## config.mk

```make
export PLATFORM = sky130hd
export DESIGN_NAME = pipe_ctrl
export DESIGN_NICKNAME = d
export VERILOG_FILES = /design/src/rtl/pipe_ctrl_pkg.sv /design/src/rtl/pipe_ctrl_imd_busy_cnt.sv /design/src/rtl/pipe_ctrl.sv
export SDC_FILE = /design/constraint.sdc
export NUM_CORES = 1
export LEC_CHECK = 0
export ABC_AREA = 0
export BUFFER_PORTS_ARGS = -buffer_cell sky130_fd_sc_hd__buf_2
export CAP_MARGIN = 25
export CORE_MARGIN = 1.5
export CORE_UTILIZATION = 40
export DETAILED_ROUTE_END_ITERATION = 12
export PLACE_DENSITY = 0.69
export SLEW_MARGIN = 0
export SYNTH_ARGS = -nofsm -noshare
export SYNTH_HDL_FRONTEND = slang
export SYNTH_SLANG_ARGS = --single-unit
```

## constraint.sdc

```tcl
create_clock -name clk -period 2.4 [get_ports clk]
set_clock_uncertainty 0.05 [all_clocks]
set_input_delay 0.24 -clock clk [delete_from_list [all_inputs] [get_ports clk]]
set_output_delay 0.24 -clock clk [all_outputs]
set_load 0.05 [all_outputs]
```

## src/rtl/pipe_ctrl_pkg.sv

```systemverilog
// Shared CPU constants for the pipeline controller: register/op widths, mul/div op codes, FSM states.
// No logic here beyond a small op-class helper.
package pipe_ctrl_pkg;

    localparam int CPU_REGNO_WIDTH = 5;
    localparam int CPU_IMDOP_WIDTH = 4;
    localparam int BUSY_CNT_WIDTH  = 6;
    localparam int FLUSH_CNT_WIDTH = 2;

    typedef enum logic [CPU_IMDOP_WIDTH-1:0] {
        CPU_IMDOP_IDLE = 4'd0,
        CPU_IMDOP_MUL  = 4'd1,
        CPU_IMDOP_MULU = 4'd2,
        CPU_IMDOP_DIV  = 4'd3,
        CPU_IMDOP_DIVU = 4'd4,
        CPU_IMDOP_MFHI = 4'd5,
        CPU_IMDOP_MFLO = 4'd6,
        CPU_IMDOP_MTHI = 4'd7,
        CPU_IMDOP_MTLO = 4'd8
    } imdop_e;

    typedef enum logic {
        ST_RUN   = 1'b0,
        ST_FLUSH = 1'b1
    } pipe_state_e;

    // Ops that occupy the mul/div unit for several cycles (HI/LO moves do not).
    function automatic logic is_long_op(input logic [CPU_IMDOP_WIDTH-1:0] op);
        return (op == CPU_IMDOP_MUL) || (op == CPU_IMDOP_MULU) ||
               (op == CPU_IMDOP_DIV) || (op == CPU_IMDOP_DIVU);
    endfunction

    function automatic logic is_div_op(input logic [CPU_IMDOP_WIDTH-1:0] op);
        return (op == CPU_IMDOP_DIV) || (op == CPU_IMDOP_DIVU);
    endfunction

endpackage

```

## src/rtl/pipe_ctrl_imd_busy_cnt.sv

```systemverilog
// Purpose: mul/div unit busy down-counter, loaded on issue, busy while non-zero.
// Latency: busy rises the cycle after load and stays high for load_val cycles.
// Backpressure: none; counts down every cycle regardless of pipeline stalls.
module pipe_ctrl_imd_busy_cnt
    import pipe_ctrl_pkg::*;
(
    input  logic                      clk,
    input  logic                      nrst,
    input  logic                      load,
    input  logic [BUSY_CNT_WIDTH-1:0] load_val,
    output logic                      busy
);

    logic [BUSY_CNT_WIDTH-1:0] cnt;

    always_ff @(posedge clk) begin
        if (!nrst) begin
            cnt <= '0;
        end else if (load) begin
            cnt <= load_val;
        end else if (cnt != '0) begin
            cnt <= cnt - 1'b1;
        end
    end

    assign busy = (cnt != '0);

endmodule

```

## src/rtl/pipe_ctrl.sv

```systemverilog
// Purpose: pipeline hazard/flush controller (load-use, mul/div busy, exception flush).
// Latency: stall/bubble combinational from decode/execute info; drop starts the cycle after i_exc.
// Backpressure: external stalls freeze decode without bubbling; flush overrides all stalls.
module pipe_ctrl
    import pipe_ctrl_pkg::*;
#(
    parameter int MUL_CYCLES   = 4,
    parameter int DIV_CYCLES   = 34,
    parameter int FLUSH_CYCLES = 2
) (
    input  logic                       clk,
    input  logic                       nrst,
    input  logic [CPU_REGNO_WIDTH-1:0] i_dec_rs_no,
    input  logic [CPU_REGNO_WIDTH-1:0] i_dec_rt_no,
    input  logic [CPU_IMDOP_WIDTH-1:0] i_dec_imuldiv_op,
    input  logic [CPU_REGNO_WIDTH-1:0] i_ex_rd_no,
    input  logic                       i_ex_load,
    input  logic                       i_exc,
    input  logic                       i_fetch_stall,
    input  logic                       i_mem_stall,
    output logic                       o_dec_stall,
    output logic                       o_ex_bubble,
    output logic                       o_drop,
    output logic                       o_imd_busy
);

    localparam logic [FLUSH_CNT_WIDTH-1:0] FLUSH_RELOAD = FLUSH_CNT_WIDTH'(FLUSH_CYCLES - 1);
    localparam logic [BUSY_CNT_WIDTH-1:0]  MUL_LOAD     = BUSY_CNT_WIDTH'(MUL_CYCLES);
    localparam logic [BUSY_CNT_WIDTH-1:0]  DIV_LOAD     = BUSY_CNT_WIDTH'(DIV_CYCLES);

    pipe_state_e                state, state_nxt;
    logic [FLUSH_CNT_WIDTH-1:0] flush_cnt, flush_cnt_nxt;

    logic ext_stall;
    logic load_use;
    logic md_hazard;
    logic issue;
    logic [BUSY_CNT_WIDTH-1:0] busy_load_val;

    always_ff @(posedge clk) begin
        if (!nrst) begin
            state     <= ST_RUN;
            flush_cnt <= '0;
        end else begin
            state     <= state_nxt;
            flush_cnt <= flush_cnt_nxt;
        end
    end

    assign ext_stall = i_fetch_stall | i_mem_stall;
    assign load_use  = i_ex_load && (i_ex_rd_no != '0) &&
                       ((i_ex_rd_no == i_dec_rs_no) || (i_ex_rd_no == i_dec_rt_no));
    assign md_hazard = o_imd_busy && (i_dec_imuldiv_op != CPU_IMDOP_IDLE);

    always_comb begin
        state_nxt     = state;
        flush_cnt_nxt = flush_cnt;
        o_dec_stall   = 1'b0;
        o_ex_bubble   = 1'b0;
        o_drop        = 1'b0;
        issue         = 1'b0;

        case (state)
            ST_RUN: begin
                if (i_exc) begin
                    state_nxt     = ST_FLUSH;
                    flush_cnt_nxt = FLUSH_RELOAD;
                end
                if (ext_stall) begin
                    o_dec_stall = 1'b1;
                end else if (load_use || md_hazard) begin
                    o_dec_stall = 1'b1;
                    o_ex_bubble = 1'b1;
                end else begin
                    issue = is_long_op(i_dec_imuldiv_op);
                end
            end
            ST_FLUSH: begin
                // A fresh exception restarts the flush window rather than stacking.
                o_drop      = 1'b1;
                o_ex_bubble = 1'b1;
                if (i_exc) begin
                    flush_cnt_nxt = FLUSH_RELOAD;
                end else if (flush_cnt == '0) begin
                    state_nxt = ST_RUN;
                end else begin
                    flush_cnt_nxt = flush_cnt - 1'b1;
                end
            end
            default: begin
                state_nxt     = ST_RUN;
                flush_cnt_nxt = '0;
            end
        endcase
    end

    assign busy_load_val = is_div_op(i_dec_imuldiv_op) ? DIV_LOAD : MUL_LOAD;

    pipe_ctrl_imd_busy_cnt u_busy_cnt (
        .clk      (clk),
        .nrst     (nrst),
        .load     (issue),
        .load_val (busy_load_val),
        .busy     (o_imd_busy)
    );

endmodule

```

==> results.json <==
{
  "postRouteAntennaNets": 0,
  "grtUsageTotal_pct": 17.9,
  "fmax_mhz": 458,
  "synth_top_area_cell": "dfxtp_1",
  "power_mw": 0.853,
  "critPathArrivalTime_ns": 1.89,
  "routabilityCongestion": 0.701,
  "crit_family": "flip-flops",
  "worstPathRequired_ns": 2.11,
  "synthAdderAreaFrac_pct": 5.60,
  "cp_max_fo": 9,
  "path_cells": "inv_1 > ha_1 > nand4bb_1 > o41ai_1 > a31oi_1 > buf_2",
  "drc": 0,
  "syn-cell-area_sq_um": 671,
  "finalHoldViolCount": 0,
  "vias_per_cell": 5.16,
  "num_vias": 655,
  "die_w_um": 43.9,
  "hpwl_mm": 1.20,
  "synth_compound_gate_area_share_pct": 13.6,
  "min_period_ns": 2.18,
  "area_growth_pct": 26.1,
  "crit_type": "register to output port",
  "slew_headroom_pct": 72.6,
  "clk_path_buf_depth": 2,
  "reg2reg_slack_ns": 0.52,
  "critPathCaptureType": "output port",
  "r2r_start": "u_busy_cnt.cnt[0]",
  "hp-class": "input port to register",
  "ys_seq_area_share_pct": 26.9,
  "chipHeight_um": 43.9,
  "dr.pass1.iters": 4,
  "pre_cts_ws_ns": 0.489,
  "synthCells": 80,
  "tritoncts": "built",
  "synth_xor_area_share_pct": 20.9,
  "std_cell_rows": 14,
  "root_buffer": "clkbuf_4",
  "fin_ws_ns": 0.218,
  "crit_path_max_incr_delay_ns": 0.39,
  "nets": 140,
  "leakagePower_nw": 0.375,
  "p_sw_share_pct": 43.9,
  "r2r_end": "u_busy_cnt.cnt[1]",
  "timing.final.crit_share_pct": 90.9,
  "grt.overflow.total": 0,
  "holdPathEnd": "flush_cnt[1]",
  "tightest_slew_ns": 0.408,
  "setup-violations-final": 0,
  "io_pins": 29,
  "antenna_found_initial": 0,
  "combPwrFrac_pct": 57.6,
  "clk_latency_ns": 0.27,
  "cp-startpoint": "u_busy_cnt.cnt[0]",
  "grt_pass1_wl_mm": 2.55,
  "clock_sinks": 9,
  "crit_path_top_delay_cell": "dfxtp_1",
  "path_buf_inv": 2,
  "synthTopCellsByArea": "dfxtp_1, xnor2_1, nor2_1, ha_1, xor2_1",
  "cts_setup_buffers": 0,
  "vdd_drop_max_v": 0.000660,
  "synth_top_family_by_area": "simple AND/OR/NAND/NOR gates",
  "yosysWarnings": 0,
  "fillCellCount": 160,
  "grt_pass1_vias": 637,
  "cap_violations": 0,
  "final_util_pct": 54.9,
  "muxShareOfSynthArea_pct": 1.49,
  "grt_max_degree": 10,
  "port_buffers": 28,
  "rsz0062_at_grt": "no",
  "p_int_mw": 0.479,
  "start_kind": "register",
  "maxSlewViolCount": 0,
  "cts-htree-levels": 1,
  "pwr-share-seq_pct": 28.4,
  "power_density_mw_per_mm2": 1010,
  "drt-initial-drc-count": 5,
  "cts.repair.resized": 0,
  "initial_core_util_pct": 43.5,
  "status": "finished, final reports clean",
  "synth_cell_type_count": 30,
  "clk_pin_slew_worst_paths_ns": 0.06,
  "r2r_cells": 6,
  "hold_buffers": 0,
  "hold_depth": 2,
  "p_sw_mw": 0.374,
  "fin_tns_setup_ns": 0,
  "syn_avg_cell_area_sq_um": 8.38,
  "yosys_register_bits": 9,
  "wl_per_cell_um": 11.2,
  "syn_nets": 108,
  "totalWireLength_mm": 1.43,
  "drive_gt1_share_pct": 31.5,
  "design.die.area_sq_mm": 0.00193,
  "p_clk_share_pct": 14.0,
  "synth_top_area_share_pct": 26.9,
  "hp-start": "i_exc",
  "antenna_cells": 0,
  "synth_simple_gate_area_share_pct": 26.5,
  "core_area_sq_mm": 0.00154,
  "cts_made_buffers": 3
}
## power groups by stage
stage	clock (mW)	sequential, mW	combinational [mW]
after floorplan	0	0.235	0.424
after global routing	0.127	0.247	0.555
final	0.120	0.242	0.492
after detailed placement	0	0.244	0.495
after CTS	0.122	0.240	0.498
after global placement	0	0.240	0.483
## worst max path at each step
stage | end | slack, ns | cells after the start
after global routing | o_ex_bubble | 0.05 | 6
after CTS | o_ex_bubble | 0.21 | 6
after global placement | o_ex_bubble | 0.51 | 6
final | o_ex_bubble | 0.22 | 6
after floorplan | o_dec_stall | 0.26 | 6
after detailed placement | o_ex_bubble | 0.49 | 6
## synthesized netlist by cell type
| cell | count |
|---|---|
| xnor2_1 | 13 |
| nor2_1 | 12 |
| dfxtp_1 | 9 |
| inv_1 | 6 |
| nand2_1 | 6 |
| ha_1 | 3 |
| xor2_1 | 3 |
| a21oi_1 | 2 |
| a31oi_1 | 2 |
| a32o_1 | 2 |
| nand3_1 | 2 |
| nor3b_1 | 2 |
| a2111oi_0 | 1 |
| a211oi_1 | 1 |
| a221o_1 | 1 |
| and3_1 | 1 |
| and3_2 | 1 |
| and4_4 | 1 |
| buf_6 | 1 |
| mux2i_1 | 1 |
| nand3b_1 | 1 |
| nand4bb_1 | 1 |
| nor2b_2 | 1 |
| nor3_2 | 1 |
| nor4b_1 | 1 |
| o21a_1 | 1 |
| o22ai_1 | 1 |
| o41ai_1 | 1 |
| or3_1 | 1 |
| or4_1 | 1 |
## metal layers
metal	wire length, um	part of all wire [%]	global-route usage, %
met4	34	2.4	10.9
met5	0	0	0
met2	702	49	31.5
met3	103	7.2	2.50
met1	585	41	19.9
## registers in the layout (all words and copies together), names as in the netlist
register,count
state,1
flush_cnt,2
u_busy_cnt.cnt,6
## kinds of logic after synthesis
kind of cell,Yosys count
fa+ha+maj,3
buf+inv,7
mux,1
xor+xnor,16
flops,9
compound gates,12
simple gates,32
## metrics by stage
stage	instance area (sq um)	hold slack [ns]	std cells
final	846	0.123	127
after global routing	846	0.139	127
after CTS	846	0.122	127
after detailed placement	820	0.403	123
after global placement	820	0.388	123
after floorplan	671	0.273	80
## cell usage in the layout (no fill, tap or decap), drive strengths merged, types with 3 or more instances in the layout
cell	count
xor2	3
inv	6
ha	3
buf	28
nand2	6
dfxtp	9
xnor2	13
nor2	12
clkbuf	4
## layout make-up
cell class / instances / area, sq um / area share [%]
Timing Repair Buffer: 28 / 140 / 16.6
Tap cell: 16 / 20.0 / 2.37
Inverter: 6 / 22.5 / 2.66
Clock buffer: 4 / 26.3 / 3.11
Sequential cell: 9 / 180 / 21.3
Multi-Input combinational cell: 64 / 457 / 54.0
No activity file was read; power rests on OpenSTA's default activity.
